$ cat config.mk
export PLATFORM = sky130hd
export DESIGN_NAME = mem_read_responder_flat
export DESIGN_NICKNAME = d
export VERILOG_FILES = /design/src/rtl/mem_read_responder_if.sv /design/src/rtl/mem_read_responder.sv /design/src/flat_wrapper.sv
export SDC_FILE = /design/constraint.sdc
export NUM_CORES = 1
export LEC_CHECK = 0
export BUFFER_PORTS_ARGS = -buffer_cell sky130_fd_sc_hd__buf_2
export CORE_AREA = 2 2 226 228
export CTS_CLUSTER_DIAMETER = 100
export DETAILED_ROUTE_END_ITERATION = 12
export DIE_AREA = 0 0 228 230
export PLACE_DENSITY = 0.4
export SETUP_SLACK_MARGIN = 0.05
export SLEW_MARGIN = 0
export SYNTH_ARGS = -nofsm -noshare
export SYNTH_HDL_FRONTEND = slang
export SYNTH_SLANG_ARGS = --single-unit
export TNS_END_PERCENT = 10
$ cat constraint.sdc
create_clock -name clk -period 2.77 [get_ports clk]
set_clock_uncertainty 0.15 [all_clocks]
set_input_delay 0.554 -clock clk [delete_from_list [all_inputs] [get_ports clk]]
set_output_delay 0.554 -clock clk [all_outputs]
set_load 0.005 [all_outputs]
$ cat src/rtl/mem_read_responder_if.sv
// ============================================================================
// mem_read_responder_if : client-side line-read request/beat bundle
// Rev 1.0
// ============================================================================
`default_nettype none

interface mem_read_responder_if #(
  parameter int WORD_WIDTH        = 8,
  parameter int NUM_WORDS_IN_LINE = 32,
  parameter int ADDR_WIDTH        = 19
);
  localparam int LINE_BYTES = NUM_WORDS_IN_LINE * WORD_WIDTH / 8;
  localparam int OFS        = $clog2(LINE_BYTES);

  logic                                            mem_req;
  logic [ADDR_WIDTH-1:0]                           mem_start_addr;
  logic [ADDR_WIDTH-1:0]                           mem_size_bytes;
  logic                                            mem_gnt;
  logic                                            mem_valid;
  logic [NUM_WORDS_IN_LINE-1:0][WORD_WIDTH-1:0]    mem_data;
  logic                                            last;
  logic [OFS-1:0]                                  mem_last_valid;

  modport master (
    output mem_req, mem_start_addr, mem_size_bytes,
    input  mem_gnt, mem_valid, mem_data, last, mem_last_valid
  );

  modport slave (
    input  mem_req, mem_start_addr, mem_size_bytes,
    output mem_gnt, mem_valid, mem_data, last, mem_last_valid
  );
endinterface

`default_nettype wire

$ cat src/rtl/mem_read_responder.sv
// ============================================================================
// mem_read_responder : grants one line-read request, issues SRAM line reads,
// streams one beat per line with last / last-valid-byte index.  Rev 1.0
// ============================================================================
`default_nettype none

module mem_read_responder #(
  parameter int WORD_WIDTH        = 8,
  parameter int NUM_WORDS_IN_LINE = 32,
  parameter int ADDR_WIDTH        = 19
) (
  input  wire logic                                         clk,
  input  wire logic                                         rst_n,
  mem_read_responder_if.slave                               mem,
  output logic                                              sram_rd_en,
  output logic [ADDR_WIDTH-$clog2(NUM_WORDS_IN_LINE*WORD_WIDTH/8)-1:0] sram_addr,
  input  wire logic [NUM_WORDS_IN_LINE-1:0][WORD_WIDTH-1:0] sram_rdata,
  input  wire logic                                         sram_stall
);
  localparam int LINE_BYTES = NUM_WORDS_IN_LINE * WORD_WIDTH / 8;
  localparam int OFS        = $clog2(LINE_BYTES);
  localparam int PW         = ADDR_WIDTH - OFS;
  localparam int LW         = PW + 1;

  localparam logic [1:0] S_IDLE  = 2'd0;
  localparam logic [1:0] S_ISSUE = 2'd1;
  localparam logic [1:0] S_DRAIN = 2'd2;

  logic [1:0]          r_state;
  logic [PW-1:0]       r_line_ptr;
  logic [LW-1:0]       r_remaining;
  logic [OFS-1:0]      r_last_idx;
  logic                r_gnt;
  logic                r_valid;
  logic                r_last;

  logic [ADDR_WIDTH:0] w_size_round;
  logic [LW-1:0]       w_lines;
  logic [OFS-1:0]      w_last_idx;
  logic                w_issue;
  logic                w_final_issue;
  logic                w_unused_addr_lsbs;

  // Round up to whole lines with one extra bit so a near-max size cannot overflow.
  assign w_size_round  = {1'b0, mem.mem_size_bytes} + (ADDR_WIDTH+1)'(LINE_BYTES - 1);
  assign w_lines       = w_size_round[ADDR_WIDTH:OFS];
  assign w_last_idx    = OFS'(mem.mem_size_bytes[OFS-1:0] - OFS'(1));
  assign w_unused_addr_lsbs = ^mem.mem_start_addr[OFS-1:0];

  assign w_issue       = (r_state == S_ISSUE) && !sram_stall;
  assign w_final_issue = w_issue && (r_remaining == LW'(1));

  assign sram_rd_en         = w_issue;
  assign sram_addr          = r_line_ptr;
  assign mem.mem_gnt        = r_gnt;
  assign mem.mem_valid      = r_valid;
  assign mem.last           = r_last;
  assign mem.mem_last_valid = r_last ? r_last_idx : '0;
  assign mem.mem_data       = sram_rdata;

  always_ff @(posedge clk) begin
    if (!rst_n) begin
      r_state     <= S_IDLE;
      r_line_ptr  <= '0;
      r_remaining <= '0;
      r_last_idx  <= '0;
      r_gnt       <= 1'b0;
      r_valid     <= 1'b0;
      r_last      <= 1'b0;
    end else begin
      r_gnt   <= 1'b0;
      r_valid <= w_issue;
      r_last  <= w_final_issue;
      case (r_state)
        S_IDLE: begin
          if (mem.mem_req) begin
            r_gnt       <= 1'b1;
            r_line_ptr  <= mem.mem_start_addr[ADDR_WIDTH-1:OFS];
            r_remaining <= w_lines;
            r_last_idx  <= w_last_idx;
            if (w_lines != '0) begin
              r_state <= S_ISSUE;
            end
          end
        end
        S_ISSUE: begin
          if (w_issue) begin
            r_line_ptr  <= r_line_ptr + PW'(1);
            r_remaining <= r_remaining - LW'(1);
            if (w_final_issue) begin
              r_state <= S_DRAIN;
            end
          end
        end
        S_DRAIN: r_state <= S_IDLE;
        default: r_state <= S_IDLE;
      endcase
    end
  end
endmodule

`default_nettype wire

$ cat src/flat_wrapper.sv
// flat-port wrapper written by rule: the top's interface ports become plain ports
module mem_read_responder_flat 
#(
  parameter int WORD_WIDTH        = 8,
  parameter int NUM_WORDS_IN_LINE = 32,
  parameter int ADDR_WIDTH        = 19
)
  (clk, rst_n, sram_rd_en, sram_addr, sram_rdata, sram_stall, mem_mem_req, mem_mem_start_addr, mem_mem_size_bytes, mem_mem_gnt, mem_mem_valid, mem_mem_data, mem_last, mem_mem_last_valid);
  mem_read_responder_if #(.WORD_WIDTH(WORD_WIDTH), .NUM_WORDS_IN_LINE(NUM_WORDS_IN_LINE), .ADDR_WIDTH(ADDR_WIDTH)) mem_i ();
  input  wire logic clk;
  input  wire logic rst_n;
  output logic sram_rd_en;
  output logic [ADDR_WIDTH-$clog2(NUM_WORDS_IN_LINE*WORD_WIDTH/8)-1:0] sram_addr;
  input  wire logic [NUM_WORDS_IN_LINE-1:0][WORD_WIDTH-1:0] sram_rdata;
  input  wire logic sram_stall;
  input wire logic [$bits(mem_i.mem_req)-1:0] mem_mem_req;
  input wire logic [$bits(mem_i.mem_start_addr)-1:0] mem_mem_start_addr;
  input wire logic [$bits(mem_i.mem_size_bytes)-1:0] mem_mem_size_bytes;
  output wire logic [$bits(mem_i.mem_gnt)-1:0] mem_mem_gnt;
  output wire logic [$bits(mem_i.mem_valid)-1:0] mem_mem_valid;
  output wire logic [$bits(mem_i.mem_data)-1:0] mem_mem_data;
  output wire logic [$bits(mem_i.last)-1:0] mem_last;
  output wire logic [$bits(mem_i.mem_last_valid)-1:0] mem_mem_last_valid;
  assign mem_i.mem_req = mem_mem_req;
  assign mem_i.mem_start_addr = mem_mem_start_addr;
  assign mem_i.mem_size_bytes = mem_mem_size_bytes;
  assign mem_mem_gnt = mem_i.mem_gnt;
  assign mem_mem_valid = mem_i.mem_valid;
  assign mem_mem_data = mem_i.mem_data;
  assign mem_last = mem_i.last;
  assign mem_mem_last_valid = mem_i.mem_last_valid;
  mem_read_responder #(.WORD_WIDTH(WORD_WIDTH), .NUM_WORDS_IN_LINE(NUM_WORDS_IN_LINE), .ADDR_WIDTH(ADDR_WIDTH)) u_core (.clk(clk), .rst_n(rst_n), .mem(mem_i), .sram_rd_en(sram_rd_en), .sram_addr(sram_addr), .sram_rdata(sram_rdata), .sram_stall(sram_stall));
endmodule
### Word-level counts from Yosys, hierarchy flattened

Cells that the tools add are included.

| word-level totals | value |
|---|---|
| bits in registers | 39 |
| input bits | 298 |
| logic and storage cells | 40 |

| cells by class | value |
|---|---|
| add/subtract/negate cells | 4 |
| eq/ne operators | 6 |
| mux-type cells | 13 |
| reduce and logical (&&, ||, !) cells | 10 |

Operators with widths:

| kind | number |
|---|---|
| 2-to-1 mux 15 bit | 2 |
| case mux 15 bit (2 select lines) | 1 |
| 2-to-1 mux 14 bit | 2 |
| case mux 14 bit (2 select lines) | 1 |
| adder 19 x 5 -> 20 bit (second input constant) | 1 |
| equality test 15 x 1 -> 1 bit (second input constant) | 1 |
| nonzero test 15 bit | 1 |
| subtractor 15 x 1 -> 15 bit (second input constant) | 1 |
| adder 14 x 1 -> 14 bit (second input constant) | 1 |
| 2-to-1 mux 2 bit | 4 |
| inequality test 2 x 1 -> 1 bit (second input constant) | 3 |
| 2-to-1 mux 5 bit | 1 |
| subtractor 5 x 1 -> 5 bit (second input constant) | 1 |
| case mux 2 bit (2 select lines) | 1 |
| AND reduction 2 bit | 2 |
| AND reduction 4 bit | 1 |
| AND reduction 3 bit | 1 |
| equality test 2 x 1 -> 1 bit (second input constant) | 1 |
| logical AND 1 bit | 2 |
| zero test 2 bit | 1 |
| inequality test 2 bit (second input constant) | 1 |
| nonzero test 2 bit | 1 |
| zero test 1 bit | 1 |
| 2-to-1 mux 1 bit | 1 |

### Longest topological paths before layout

| logic depth | value |
|---|---|
| depth in word-level cells | 6 |
| gate-level depth with buffers | 8 |

### Worst setup path before layout

No wires, ideal clock.

| timing path | value |
|---|---|
| path type | input-to-reg |
| start point | input mem_mem_size_bytes[0] |
| end point | register u_core.r_state[0] |
| setup time | 0.134 ns |
| data arrival time | 2.294 ns |
| data required time | 2.486 ns |
| setup slack | 0.193 ns |
| stages | 8 |
| path through | inv_1 ha_1 or4b_4 or4_1 a21oi_1 o2111ai_1 nor4_1 o221ai_1 |

| on the way | value |
|---|---|
| word-level cells in the longest chain between the ends | 4 |

Ends and longest elaborated chain:

| what | line | RTL |
|---|---|---|
| start: declaration | flat_wrapper.sv:18 | `input wire logic [$bits(mem_i.mem_size_bytes)-1:0] mem_mem_size_bytes;` |
| adder 19 x 5 -> 20 bit | mem_read_responder.sv:45 | `assign w_size_round = {1'b0, mem.mem_size_bytes} + (ADDR_WIDTH+1)'(LINE_BYTES - 1);` |
| nonzero test 15 bit | mem_read_responder.sv:81 | `if (w_lines != '0) begin` |
| inequality test 2 x 1 -> 1 bit (no source line) | -- |  |
| AND reduction 4 bit (no source line) | -- |  |
| end signal: assignment | mem_read_responder.sv:82 | `r_state <= S_ISSUE;` |
| end signal: assignment | mem_read_responder.sv:91 | `r_state <= S_DRAIN;` |
| end signal: assignment | mem_read_responder.sv:95 | `S_DRAIN: r_state <= S_IDLE;` |
| end: declaration | mem_read_responder.sv:29 | `logic [1:0] r_state;` |

Every way passes these cells.
A chain may end at the register's enable or synchronous reset.

### Final worst setup path

Same ends and word-level chain as after synthesis.

==> metrics.md <==
| Metric | Value |
|---|---|
| Post-synth top area cell | buf_4 |
| Final Max Slew Viols | 0 |
| Die Y | 230 microns |
| Pin count of the biggest net entering global routing | 25 |
| Die Width | 228 microns |
| Seq cells post-synth | 39 |
| CP Max Fanout | 3 |
| Sequential area share after synthesis | 17.21% |
| Cells after synthesis | 616 |
| Leakage | 1.452 nW |
| Core Region | 0.04986 sq mm |
| Worst-Skew Late Latency | 0.31 ns |
| Fin Setup TNS | 0 ns |
| CTS tree | built |
| CP arrival | 2.49 ns |
| Worst setup EP type | flop |
| Total gr overflow | 0 |
| DRC | 0 |
| Number of synthesized flops with an enable pin | 0 |
| NumNets Final | 733 |
| Via density | 3.005 |
| Tot Pwr | 0.003118 W |
| Initial Util | 9.099% |
| GPL Wtd Cong | 0.7510 |
| Seq. cell area | 780.7 sq um |
| Int Pwr | 0.001740 W |
| Worst relative slew slack | 60.09% |
| Diodes inserted | 0 |
| RSZ-0062 raised after global routing | no |
| Clock power share | 23.8% |
| Logic pwr share | 46.7% |
| Fraction of layout instances using a drive strength above 1 | 24.54% |
| CTS Buf Count | 5 |
| VDD IR max | 0.2367 mV |
| Worst-path clk slew | 0.07 ns |
| HPWL after DPL | 13770 microns |
| Global-route wire length before repair | 23650 microns |
| Routed wire length | 17190 microns |
| Status | complete, no violations |
| Remaining antenna violation count | 0 |
| Final Hold Violating Endpoints | 0 |
| Crit path time final | 2.455 ns |
| Core Rows | 82 |
| Synth Warn # | 0 |
| First-pass iteration count of the detailed router | 4 |
| Filler instances | 5936 |
| Synth top cells by count | buf_4, nand2_1, dfxtp_1, o21ai_0, nor2_1 |
| Worst-case clock buffer depth | 2 |
| Synth Flop Type | dfxtp_1 |
| CP Data Required Time | 2.81 ns |
| Antenna violations before repair | 0 |
| Async SR Flop Fraction | 0% |
| Max Cap Violations | 0 |
| 1st-iter DRT viols | 137 |
| # H-tree levels | 2 |
| Post-CTS Resized | 0 |
| Tcrit/Tclk final | 88.62% |
| Via count | 3317 |
| Clk root buf | clkbuf_16 |
| Post-synth top area share | 42.36% |
| CP Class | primary input to flop |
| Synth unique cells | 49 |
| Final core occ | 8.097% |
| Slew of the pin with the lowest slew margin | 0.5987 ns |
| Top Ports | 577 |
| Synthesized Nets | 918 |
| Flop pwr share | 29.5% |
| Die area | 0.05244 sq mm |
| Port bufs | 59 |
| Cts hold-fix bufs | 0 |
| Clock sink count | 39 |
| Synthesized area per cell | 7.365 sq um |
| Vias in the first global route | 3315 |
| Post-Syn Area | 0.004537 sq mm |
| Area of the multi-input gates | 0.001719 sq mm |
| PwrDens | 772.3 mW/mm^2 |
| Post-CTS Setup Bufs | 0 |
| Area contributors post-synth | buf_4, dfxtp_1, nand2_1 |
| Psw | 0.001378 W |
| Most common cell in the netlist | buf_4 |
| Switching share of power | 44.19% |
| Layout area overhead | -11.00% |
| Worst hold-check path type | flop to flop |
| Drt wl/cell | 15.57 microns |
| Final setup viols | 0 |
| Setup crit start kind | primary input |
| FMAX | 407.4 MHz |
| GRT Overall Usage | 6.325% |
[cell families (layout without fill, tap and decap cells)]
| logic type | after synthesis | after routing | synth area share [%] |
|---|---|---|---|
| compound gates | 106 | 106 | 14.98 |
| xor+xnor | 15 | 15 | 2.896 |
| fa+ha+maj | 4 | 4 | 1.103 |
| buf+inv | 287 | 103 | 45.09 |
| flops | 39 | 39 | 17.21 |
| mux | 1 | 1 | 0.2482 |
| simple gates | 164 | 164 | 18.48 |
[final cells by class]
cell class                 instances  share of cell area (%)
multi-input combinational        290                   42.58
tap                              672                   20.82
sequential                        39                   19.34
timing repair buffer              84                   11.96
clock buffer                       5                   3.099
clock inverter                     3                   1.178
inverter                          11                   1.023
[per-layer routing]
metal | GRT usage, % | wire (microns) | vias up | part of all wire, %
met5 | 0.6434 | 46 | - | 0.27
met4 | 5.167 | 1352 | 2 | 7.9
met3 | 4.328 | 2548 | 122 | 15
met2 | 9.651 | 7574 | 300 | 44
met1 | 5.804 | 5670 | 1443 | 33
li1 | - | - | 1450 | -
[worst max-delay path, stage by stage]
cell and delay (ns):
buf_2 0.11, inv_1 0.05, ha_1 0.15, or4b_4 0.46, or4_1 0.42, a21oi_1 0.16, o2111ai_1 0.15, nor4_1 0.31
o221ai_1 0.14
[placed cells by master, fill, tap and decap left out, types with 4 or more instances in the layout]
cell	n
nor3_1	12
inv_1	11
o22ai_1	6
o211a_1	6
buf_4	25
o21ai_0	31
or4_1	4
nor2_1	30
xnor2_1	8
buf_2	59
o211ai_1	6
clkbuf_16	5
and2_1	14
and3_1	5
xor2_1	7
nand2_1	49
dfxtp_1	39
a21boi_0	8
nor4_1	9
nand3_1	14
ha_1	4
a22oi_1	6
nand4_1	4
a21oi_1	24
[path summary, 6_finish.rpt]
path / slack, ns / depth (start not counted) / startpoint / endpoint
max: 0.32 / 9 / mem_mem_size_bytes[0] / u_core.r_state[0]$_SDFFE_PN0P_
min: 0.33 / 2 / u_core.r_remaining[9]$_SDFFE_PN0P_ / u_core.r_remaining[9]$_SDFFE_PN0P_
max reg2reg: 0.37 / 8 / u_core.r_remaining[0]$_SDFFE_PN0P_ / u_core.r_remaining[14]$_SDFFE_PN0P_
min reg2reg: 0.33 / 2 / u_core.r_remaining[9]$_SDFFE_PN0P_ / u_core.r_remaining[9]$_SDFFE_PN0P_
[power groups by stage]
stage	clock, W	sequential (W)	combinational (W)
2_1_floorplan	0	0.000879	0.00123
3_3_place_gp	0	0.000925	0.00149
3_5_place_dp	0	0.000932	0.00149
4_1_cts	0.000800	0.000920	0.00149
5_1_grt	0.000822	0.000948	0.00165
6_report	0.000742	0.000919	0.00146
[through the flow]
stage | area [sq um] | setup slack (ns) | hold slack [ns] | instances
finish | 4038 | 0.3152 | 0.3263 | 1104
detailed placement | 3865 | -0.01439 | 0.3158 | 1096
global placement | 3865 | 0.01591 | 0.3074 | 1096
floorplan | 4537 | 0.1928 | 0.2903 | 616
CTS | 4038 | 0.3238 | 0.3258 | 1104
global route | 4038 | 0.1375 | 0.3606 | 1104
[state kept, by name, summed over array words and instances, names as in the netlist]
name,cells
u_core.mem.last,1
u_core.r_last_idx,5
u_core.r_state,2
u_core.mem.mem_valid,1
u_core.mem.mem_gnt,1
u_core.r_remaining,15
u_core.sram_addr,14
Note: power is estimated with default switching activity, not from simulation.
